File: src/rtl/buffer.sv
// Single-slot guess buffer between a UART-style receiver and the game logic.
// Captures a byte on each rising edge of ready and hands it to guess when game_rdy allows.
module buffer (
  input  logic       clk,
  input  logic       nRst,
  input  logic       ready,
  input  logic [7:0] Rx_byte,
  input  logic       game_rdy,
  output logic [7:0] guess
);

  logic       ready_q;
  logic [7:0] hold;
  logic       valid;

  logic       capture;
  logic       transfer;
  logic       valid_next;

  // A level held high on ready captures only once.
  assign capture  = ready & ~ready_q;
  assign transfer = game_rdy & valid;

  always_comb begin
    // NOTE: every always_comb output gets a default first, so no path can infer a latch.
    valid_next = valid;
    if (capture) begin
      valid_next = 1'b1;
    end else if (transfer) begin
      valid_next = 1'b0;
    end
  end

  // A simultaneous capture and transfer sends the old hold to guess while hold takes the new byte.
  always_ff @(posedge clk) begin
    if (nRst) begin
      // NOTE: the data registers are reset as well, so a byte buffered before reset can never leak out.
      ready_q <= 1'b0;
      hold    <= 8'h00;
      valid   <= 1'b0;
      guess   <= 8'h00;
    end else begin
      // NOTE: non-blocking assignments let guess read the pre-edge value of hold within this edge.
      ready_q <= ready;
      valid   <= valid_next;
      if (capture) begin
        hold <= Rx_byte;
      end
      if (transfer) begin
        guess <= hold;
      end
    end
  end

endmodule

File: config.mk
export PLATFORM = sky130hd
export DESIGN_NAME = buffer
export DESIGN_NICKNAME = d
export VERILOG_FILES = /design/src/rtl/buffer.sv
export SDC_FILE = /design/constraint.sdc
export NUM_CORES = 1
export LEC_CHECK = 0
export BUFFER_PORTS_ARGS = -buffer_cell sky130_fd_sc_hd__buf_2
export CAP_MARGIN = 20
export CORE_UTILIZATION = 52
export CTS_CLUSTER_SIZE = 10
export DETAILED_ROUTE_END_ITERATION = 8
export PLACE_DENSITY = 0.79
export SLEW_MARGIN = 25
export SYNTH_ARGS = -nofsm -noshare
export SYNTH_HDL_FRONTEND = slang
export SYNTH_SLANG_ARGS = --single-unit
File: constraint.sdc
create_clock -name clk -period 2.3 [get_ports clk]
set_input_delay 0.23 -clock clk [delete_from_list [all_inputs] [get_ports clk]]
set_output_delay 0.23 -clock clk [all_outputs]
set_load 0.005 [all_outputs]
==> impl_metrics.tcl <==
set metrics [dict create \
    viasPerCell 5.22 \
    muxShareOfSynthArea_pct 11.0 \
    finClkSkew_ns 0.00885 \
    ys_types 12 \
    routedWlPerCell_um 11.8 \
    critPathKind "reg2reg" \
    period_needed_ns 1.18 \
    htreeDepth 1 \
    dp_cells 98 \
    synth.avg_cell_area_um2 10.7 \
    num_vias 532 \
    dpl-instance-area_um2 823 \
    path_cells "nor2b_1, o21ai_0" \
    io_buffers 19 \
    clock_latency_ns 0.28 \
    grt_pass1_vias 488 \
    post_synth_xor_area_fraction_pct 0 \
    min_path_type "in2reg" \
    fp.dieArea_um2 1550 \
    synth_simple_gate_area_share_pct 30.1 \
    synth_top_family_by_area "simple AND/OR/NAND/NOR gates" \
    yosysTopAreaCellShare_pct 49.5 \
    synth.area.top_cells "dfxtp_1, nand2b_1, nand4bb_1, mux2i_1, o21ai_1" \
    dp.final_hpwl_um 870 \
    area_delta_synth_final_pct 18.0 \
    critPathMaxFanout 9 \
    fin_crit_sh_pct 51.4 \
    grt_overflow 0 \
    clk_path_buf_depth 2 \
    synth-seq-cells 18 \
    final_area_um2 860 \
    start_util_pct 56.0 \
    netlist_area_um2 728 \
    syn_inst 68 \
    gp_congestion 0.703 \
    antenna_found_initial 0 \
    slowest_stage "nor2b_1" \
    slew_headroom_pct 60.4 \
    finalPower_mw 0.566 \
    die_x_um 39.4 \
    ir_worst_vdd_uv 425 \
    synth-compound-area-share_pct 6.87 \
    nets 100 \
    cts_resized 0 \
    whs_ns 0.204 \
    synth_common_cells "dfxtp_1, nand2b_1, mux2i_1, nand4bb_1, o21ai_1" \
    pwr_density_cell_nw_per_um2 659 \
    ctsHoldBuffers 0 \
    status "completed" \
    drtIter0Drc 3 \
    ioPinCount 20 \
    grt_pass1_wl_um 1950 \
    tightest_slew_ns 0.593 \
    synthAdderAreaFrac_pct 0 \
    antenna_cells 0 \
    max_cap_violations 0 \
    numCtsBuffers 3 \
    grt_max_degree 27 \
    cts_tree "yes" \
    setup_tns_ns 0 \
    drc 0 \
    core_region_area_um2 1300 \
    critical_path.endpoint_type "register" \
    clock.fmax_mhz 846 \
    synth_edf_count 0 \
    async_flop_share_pct 0 \
    slowest_delay_ns 0.50 \
    yosys.area.top_type "dfxtp_1" \
    instances_no_fill 102 \
    startpoint_type "register" \
    crit_required_ns 2.46 \
    final_hold_viol_count 0 \
    synth_seq_area_share_pct 49.5 \
    layout-drive-gt1-share_pct 26.4 \
    syn-num-nets 80 \
    yosys_most_used_dff "dfxtp_1" \
    yosysWarnings 0 \
    drv_slew 0 \
    path_clk_slew_ns 0.10 \
    first_pass_iters 4 \
    track_usage_pct 18.9 \
    finalSetupViolCount 0 \
    die_h_um 39.4 \
    final_antenna_net_count 0 \
    cts_setup_buffers 0 \
    synth.most_common_cell "dfxtp_1" \
    clock_sinks 18 \
    arrival_ns 1.34 \
    drt_wl_total_um 1200 \
    rsz0062_at_grt "false" \
    power.leakage_nw 0.374 \
    cts_root_buf "clkbuf_4" \
    placementRows 13 \
]
-- sequential cells by signal, summed over array words and instances, names as in the netlist --
name and flops:
ready_q 1, valid 1, guess 8, hold 8
-- cells by family after synthesis --
family | count (synthesis)
mux | 8
simple gates | 29
buf+inv | 4
flops | 18
compound gates | 9
-- report_power, final --
group / total, mW / switching (mW) / internal [mW] / leakage (nW)
combinational: 0.0494 / 0.0224 / 0.0270 / 0.206
sequential: 0.329 / 0.00541 / 0.324 / 0.147
clock: 0.187 / 0.0912 / 0.0963 / 0.0210
-- per-layer routing --
metal	share of wire, %	GRT usage (%)	vias to the layer above
met2	48	32.8	10
met3	2.9	3.41	2
met5	0	0	-
met4	1.2	10.3	0
met1	48	21.5	244
li1	-	-	276
-- layout by cell type (no fill, tap or decap) --
cell	instances
and2_1	1
o21ai_0	2
nand2_1	1
o21ai_1	6
nor2b_1	3
mux2i_1	8
nand2b_1	16
dfxtp_1	18
nand4bb_1	8
o21ba_1	1
clkbuf_4	3
clkbuf_8	1
buf_2	19
-- critical path: cells and delay by family (launching register included) --
kind             cells  cell delay [ns]
AND/OR/NAND/NOR      1             0.50
AO/OA/AOI/OAI        1             0.17
flip-flops           1             0.39
-- area by class of cell --
type | instances | area [um2]
fill | 123 | 442
timing repair buffer | 19 | 95.1
sequential | 18 | 360
tap | 15 | 18.8
multi-input combinational | 46 | 349
clock buffer | 4 | 36.3
-- final timing paths --
| kind | end | cells past startpoint | slack, ns | start |
|---|---|---|---|---|
| max | hold[5]$_SDFFE_PP0P_ | 2 | 1.12 | ready_q$_SDFF_PP0_ |
| min | hold[5]$_SDFFE_PP0P_ | 3 | 0.20 | Rx_byte[5] |
| max reg2reg | hold[5]$_SDFFE_PP0P_ | 2 | 1.12 | ready_q$_SDFF_PP0_ |
| min reg2reg | guess[1]$_SDFFE_PP0P_ | 2 | 0.47 | guess[1]$_SDFFE_PP0P_ |
-- metrics by stage --
| step | util (%) | setup WS [ns] |
|---|---|---|
| after floorplan | - | 1.41 |
| after global placement | 63.3 | 1.15 |
| after detailed placement | 63.3 | 1.08 |
| after CTS | 66.1 | 1.13 |
| after global routing | 66.1 | 0.997 |
| final | 66.1 | 1.12 |
No activity file was read; power rests on OpenSTA's default activity.
